==> config.mk <==
export PLATFORM = sky130hd
export DESIGN_NAME = tmr_scrub_ctrl
export DESIGN_NICKNAME = d
export VERILOG_FILES = /design/src/rtl/tmr_scrub_pkg.sv /design/src/rtl/tmr_majority_voter.sv /design/src/rtl/tmr_scrub_ctrl.sv
export SDC_FILE = /design/constraint.sdc
export NUM_CORES = 1
export LEC_CHECK = 0
export ABC_AREA = 0
export BUFFER_PORTS_ARGS = -buffer_cell sky130_fd_sc_hd__buf_2
export CAP_MARGIN = 20
export CELL_PAD_IN_SITES_DETAIL_PLACEMENT = 1
export CELL_PAD_IN_SITES_GLOBAL_PLACEMENT = 1
export CORE_ASPECT_RATIO = 0.5
export CORE_MARGIN = 10
export CORE_UTILIZATION = 43
export CTS_CLUSTER_DIAMETER = 200
export DETAILED_ROUTE_END_ITERATION = 7
export GPL_ROUTABILITY_DRIVEN = 0
export GPL_TIMING_DRIVEN = 0
export PLACE_DENSITY_LB_ADDON = 0.1
export SKIP_CTS_REPAIR_TIMING = 1
export SYNTH_ARGS = -nofsm -noshare
export SYNTH_HDL_FRONTEND = slang
export SYNTH_SLANG_ARGS = --single-unit
==> constraint.sdc <==
create_clock -name clk -period 3.53 [get_ports clk]
set_clock_uncertainty 0.05 [all_clocks]
set_input_delay 0.1765 -clock clk [delete_from_list [all_inputs] [get_ports clk]]
set_output_delay 0.1765 -clock clk [all_outputs]
set_load 0.1 [all_outputs]
==> src/rtl/tmr_scrub_pkg.sv <==
// tmr_scrub_pkg: shared state type and error-counter constants for the TMR scrubber
package tmr_scrub_pkg;
    typedef enum logic [1:0] {IDLE, READ, VOTE, WRBK} scrubState_e;
    localparam int ERRCNT_W = 16;
    localparam logic [ERRCNT_W-1:0] ERRCNT_MAX = '1;
endpackage

==> src/rtl/tmr_majority_voter.sv <==
// tmr_majority_voter: bitwise two-of-three vote with per-copy mismatch mask
module tmr_majority_voter #(
    parameter int WIDTH = 8
) (
    input  logic [WIDTH-1:0] a,
    input  logic [WIDTH-1:0] b,
    input  logic [WIDTH-1:0] c,
    output logic [WIDTH-1:0] voted,
    output logic [2:0]       mask,
    output logic             uncorr
);
    // mask bit set for each copy that disagrees with the voted word; uncorr when no two copies agree
    always_comb begin
        voted  = (a & b) | (b & c) | (a & c);
        mask   = {c != voted, b != voted, a != voted};
        uncorr = (a != b) && (b != c) && (a != c);
    end
endmodule

==> src/rtl/tmr_scrub_ctrl.sv <==
// tmr_scrub_ctrl: periodic scrubber and user-priority port arbiter for a triplicated bank
module tmr_scrub_ctrl
    import tmr_scrub_pkg::*;
#(
    parameter int WIDTH    = 8,
    parameter int DEPTH    = 16,
    parameter int INTERVAL = 256
) (
    input  logic                     clk,
    input  logic                     rst,
    input  logic                     scrub_en,
    input  logic                     user_we,
    input  logic [$clog2(DEPTH)-1:0] user_addr,
    input  logic [WIDTH-1:0]         user_wdata,
    output logic [$clog2(DEPTH)-1:0] mem_addr,
    output logic [2:0]               mem_we,
    output logic [WIDTH-1:0]         mem_wdata,
    input  logic [WIDTH-1:0]         mem_rdataA,
    input  logic [WIDTH-1:0]         mem_rdataB,
    input  logic [WIDTH-1:0]         mem_rdataC,
    output logic                     busy,
    output logic                     err_flag,
    output logic                     uncorr_flag,
    output logic [ERRCNT_W-1:0]      err_count
);
    localparam int AW = $clog2(DEPTH);
    localparam int TW = $clog2(INTERVAL);
    localparam logic [TW-1:0] TIMER_LOAD = TW'(INTERVAL - 1);

    scrubState_e      state, stateNext;
    logic [AW-1:0]    scanAddr;
    logic [TW-1:0]    timer;
    logic [WIDTH-1:0] votedNow, votedQ, curVoted;
    logic [2:0]       maskNow, maskQ, curMask;
    logic             uncorrNow, uncorrQ, curUncorr, heldQ;
    logic             inVote, correctable, collide, advance;

    tmr_majority_voter #(.WIDTH(WIDTH)) voter (
        .a      (mem_rdataA),
        .b      (mem_rdataB),
        .c      (mem_rdataC),
        .voted  (votedNow),
        .mask   (maskNow),
        .uncorr (uncorrNow)
    );

    // a user write stalling VOTE clobbers the next read data, so the vote is held across the stall
    always_comb begin
        curVoted    = heldQ ? votedQ : votedNow;
        curMask     = heldQ ? maskQ : maskNow;
        curUncorr   = heldQ ? uncorrQ : uncorrNow;
        inVote      = !user_we && state == VOTE;
        correctable = curMask != 3'b000 && !curUncorr;
        collide     = user_we && user_addr == scanAddr && (state == VOTE || state == WRBK);
        advance     = !user_we && ((state == VOTE && !correctable) || state == WRBK);
        stateNext   = state;
        if (collide)
            stateNext = READ;
        else if (advance)
            stateNext = (&scanAddr || !scrub_en) ? IDLE : READ;
        else if (!user_we) begin
            if (state == IDLE && scrub_en && timer == '0)
                stateNext = READ;
            else if (state == READ)
                stateNext = VOTE;
            else if (state == VOTE)
                stateNext = WRBK;
        end
    end

    // user write owns the bank port; otherwise the scrubber drives it; everything quiet in reset
    always_comb begin
        mem_addr  = '0;
        mem_we    = 3'b000;
        mem_wdata = '0;
        busy      = 1'b0;
        if (!rst) begin
            busy = state != IDLE;
            if (user_we) begin
                mem_addr  = user_addr;
                mem_we    = 3'b111;
                mem_wdata = user_wdata;
            end else if (state != IDLE) begin
                mem_addr = scanAddr;
                if (state == WRBK) begin
                    mem_we    = maskQ;
                    mem_wdata = votedQ;
                end
            end
        end
    end

    // state, scan pointer, interval timer, latched vote and registered statistics
    always_ff @(posedge clk) begin
        if (rst) begin
            state       <= IDLE;
            scanAddr    <= '0;
            timer       <= TIMER_LOAD;
            votedQ      <= '0;
            maskQ       <= 3'b000;
            uncorrQ     <= 1'b0;
            heldQ       <= 1'b0;
            err_flag    <= 1'b0;
            uncorr_flag <= 1'b0;
            err_count   <= '0;
        end else begin
            state       <= stateNext;
            err_flag    <= inVote && correctable;
            uncorr_flag <= inVote && curUncorr;
            if (inVote && correctable && err_count != ERRCNT_MAX)
                err_count <= err_count + 1'b1;
            if (advance)
                scanAddr <= scanAddr + 1'b1;
            if (!user_we && state == IDLE && scrub_en)
                timer <= (timer == '0) ? TIMER_LOAD : timer - 1'b1;
            if (state == VOTE) begin
                votedQ  <= curVoted;
                maskQ   <= curMask;
                uncorrQ <= curUncorr;
            end
            heldQ <= state == VOTE && user_we && !collide;
        end
    end
endmodule

==> out/summary.json <==
{
  "run_status": "complete, no violations",
  "fin_tns_setup_ns": 0,
  "crit-reg2reg-capture": "err_count[5]",
  "die-height_um": 81.5,
  "async_flop_share": 0,
  "multi_input_area_sq_mm": 0.00221,
  "synthesis.yosys.warnings": 0,
  "fillCellCount": 921,
  "fraction_of_final_layout_cells_with_drive_strength_greater_than_1": 0.201,
  "worst_vdd_ir_v": 0.000192,
  "critical_path.startpoint_type": "register",
  "grt-ovfl-total": 0,
  "reg2reg_slack_ns": 1.09,
  "final-setup-viol-count": 0,
  "n_antenna_cell": 0,
  "cts.path.max_buffers": 2,
  "synthesis.instances": 397,
  "ys_seq_elements": 45,
  "worst-endpoint-required_ns": 3.30,
  "postSynthNetCount": 465,
  "timing.critical_path.mode_cell": "buf_2",
  "critPathTopFamily": "simple AND/OR/NAND/NOR gates",
  "timing_hold_violations_final": 0,
  "grt_setup_unrepaired": "no",
  "worstSetupPathType": "register to output pin",
  "synth_top_area_share": 0.277,
  "worst_r2r_startpoint": "state[1]",
  "cp_num_buf_inv": 2,
  "placement.io_buffers": 72,
  "drt-initial-drc-count": 122,
  "most_instantiated_library_cell_after_synthesis": "dfxtp_1",
  "cts.clk_slew.worst_paths_ns": 0.06,
  "floorplan.rows": 22,
  "starting_density_of_the_core": 0.442,
  "fp.coreArea_sq_mm": 0.00735,
  "remaining_drcs": 0,
  "dp_hpwl_um": 8330,
  "antenna_viol_nets_final": 0,
  "hp-start": "scrub_en",
  "clk-insertion-delay-late_ns": 0.28,
  "wire_per_inst_um": 18.5,
  "layout.area.seq_sq_um": 901,
  "period_minus_slack_ns": 2.54,
  "crit_arrival_ns": 2.31,
  "yosys-top-cells-area": "dfxtp_1 28%, ha_1 11%, o31a_1 7.0%",
  "dp_cells": 565,
  "postPlaceCellArea_sq_mm": 0.00373,
  "number_of_enable_type_register_cells_in_the_synthesized_netlist": 0,
  "finish.instance_area_sq_mm": 0.00389,
  "hold_end": "state[0]",
  "part_of_the_yosys_area_used_for_sequential_elements": 0.277,
  "first_global_vias": 3598,
  "grt_util_all_layers": 0.181,
  "endpoint_kind": "output pin",
  "routed-via-count": 3453,
  "hold_path_class": "input port to register",
  "finalNetCount": 544,
  "antenna_found_initial": 0,
  "vias_per_cell": 6.03,
  "tritoncts": "built",
  "yosysTopAreaCell": "dfxtp_1",
  "ios": 74,
  "h-tree-depth": 2,
  "cp_slowest_stage_delay_ns": 0.74,
  "wirelength_um": 10600,
  "grt_pass1_wl_um": 17600,
  "grt_start_max_net_pins": 14,
  "clockRootBuffer": "clkbuf_16",
  "path_cells": "buf_2, nand2_1, nor3_1, a22o_1, buf_2",
  "synth_top_flop_cell": "dfxtp_1",
  "power_leakage_uw": 0.00151,
  "synthesis.area_per_instance_sq_um": 8.19,
  "timing.hold.worst_path_depth": 3,
  "non_filler_instance_count_after_layout": 573,
  "numCtsBuffers": 5,
  "syn-cell-area_sq_mm": 0.00325,
  "synth.lib_cells_used.distinct": 53,
  "cp_max_fo": 10,
  "drt_pass1_iterations": 4,
  "number_of_sinks_handled_by_clock_tree_synthesis": 45,
  "r2r_cell_count": 8,
  "period_share": 0.720,
  "layout-area-overhead-vs-synth_pct": 19.6,
  "max_cap_violations": 0,
  "clock.fmax_mhz": 394,
  "p_per_cell_area_mw_per_mm2": 326,
  "critical_path_s_slowest_cell": "nor3_1",
  "yosys-top-cells-count": "45 x dfxtp_1, 41 x nor2_1, 33 x nor4_1",
  "timing.slew.headroom": 0.355,
  "design.die.area_sq_mm": 0.0117,
  "drv_slew": 0,
  "tightest_slew_ns": 0.960,
  "die_extent_in_x_um": 143
}
==> how the worst max path moves through the flow <==
stage                        from             to  slack (ns)  cells past startpoint
floorplan            err_count[6]  err_count[14]        0.79                      7
global placement    mem_rdataA[1]  err_count[14]        0.88                      9
detailed placement  mem_rdataA[1]   err_count[5]        0.85                      9
CTS                      state[1]   mem_wdata[2]        0.95                      5
global route             state[1]   mem_wdata[5]        0.77                      5
finish                   state[1]   mem_wdata[5]        0.99                      5
==> worst reg2reg max path, delay by kind of cell, from the launching register on <==
family,cells,cell delay [ns]
AOI/OAI and AO/OA,1,0.16
buffers and inverters,3,0.80
DFF,1,0.32
muxes,1,0.36
and+or+nand+nor,3,0.64
==> cells by family after synthesis <==
family | share of synthesized area
multiplexers | 0.0285
flip-flops | 0.277
buffers and inverters | 0.0446
XOR/XNOR | 0.0215
AND/OR/NAND/NOR | 0.282
AO/OA/AOI/OAI | 0.238
adder cells (fa/ha/maj) | 0.108
==> state kept, by name (all words and copies together), names as in the netlist, 2 cells and up <==
| register | count |
|---|---|
| err_count | 16 |
| timer | 8 |
| votedQ | 8 |
| scanAddr | 4 |
| maskQ | 3 |
| state | 2 |
==> final cells by class <==
type	instances	share of cell area
buffer	18	0.0238
clock buffer	7	0.0392
clock inverter	1	0.00129
inverter	14	0.0135
multi-input combinational	320	0.567
sequential	45	0.232
tap	96	0.0309
timing repair buffer	72	0.0926
==> per-layer routing <==
| metal | global-route usage | part of all wire |
|---|---|---|
| met5 | 0 | 0 |
| met4 | 0.0440 | 0.012 |
| met3 | 0.0380 | 0.041 |
| met2 | 0.337 | 0.50 |
| met1 | 0.212 | 0.45 |
==> metrics by stage <==
step	power (uW)	hold slack (ns)	setup WS, ns	utilization
after floorplan	700	0.349	0.790	-
after global placement	770	0.396	0.882	0.508
after detailed placement	781	0.403	0.845	0.508
after CTS	1280	0.217	0.948	0.529
after global routing	1330	0.245	0.774	0.529
final	1270	0.230	0.990	0.529
==> placed cells by master (no fill, tap or decap), types with 2 or more instances in the layout <==
master,n
dfxtp_1,45
a22o_1,8
nor4_2,3
nand3_1,13
inv_1,13
o21ai_0,3
o211ai_1,4
and4_1,3
o21ai_1,6
xnor2_1,6
or4_1,2
buf_1,4
nand2b_1,4
nor2_1,41
xor2_1,2
mux2_1,5
buf_6,3
clkbuf_1,9
o22ai_1,13
nor3b_1,2
or3_1,7
a31oi_1,4
nand4_1,8
a21oi_1,14
o31a_2,2
nor3_1,18
clkbuf_8,2
ha_1,28
a211oi_1,12
and3_1,2
clkbuf_16,5
buf_2,74
nor2b_1,8
o31a_1,26
nand2_1,22
and2_1,4
nor4_1,33
==> report_power, final <==
part / leakage (uW) / switching (uW) / internal [uW]
registers: 0.000363 / 0.747 / 510
logic: 0.00106 / 172 / 88.6
clock network: 0.0000799 / 196 / 300
total: 0.00151 / 368 / 898
Note: power is estimated with default switching activity, not from simulation.
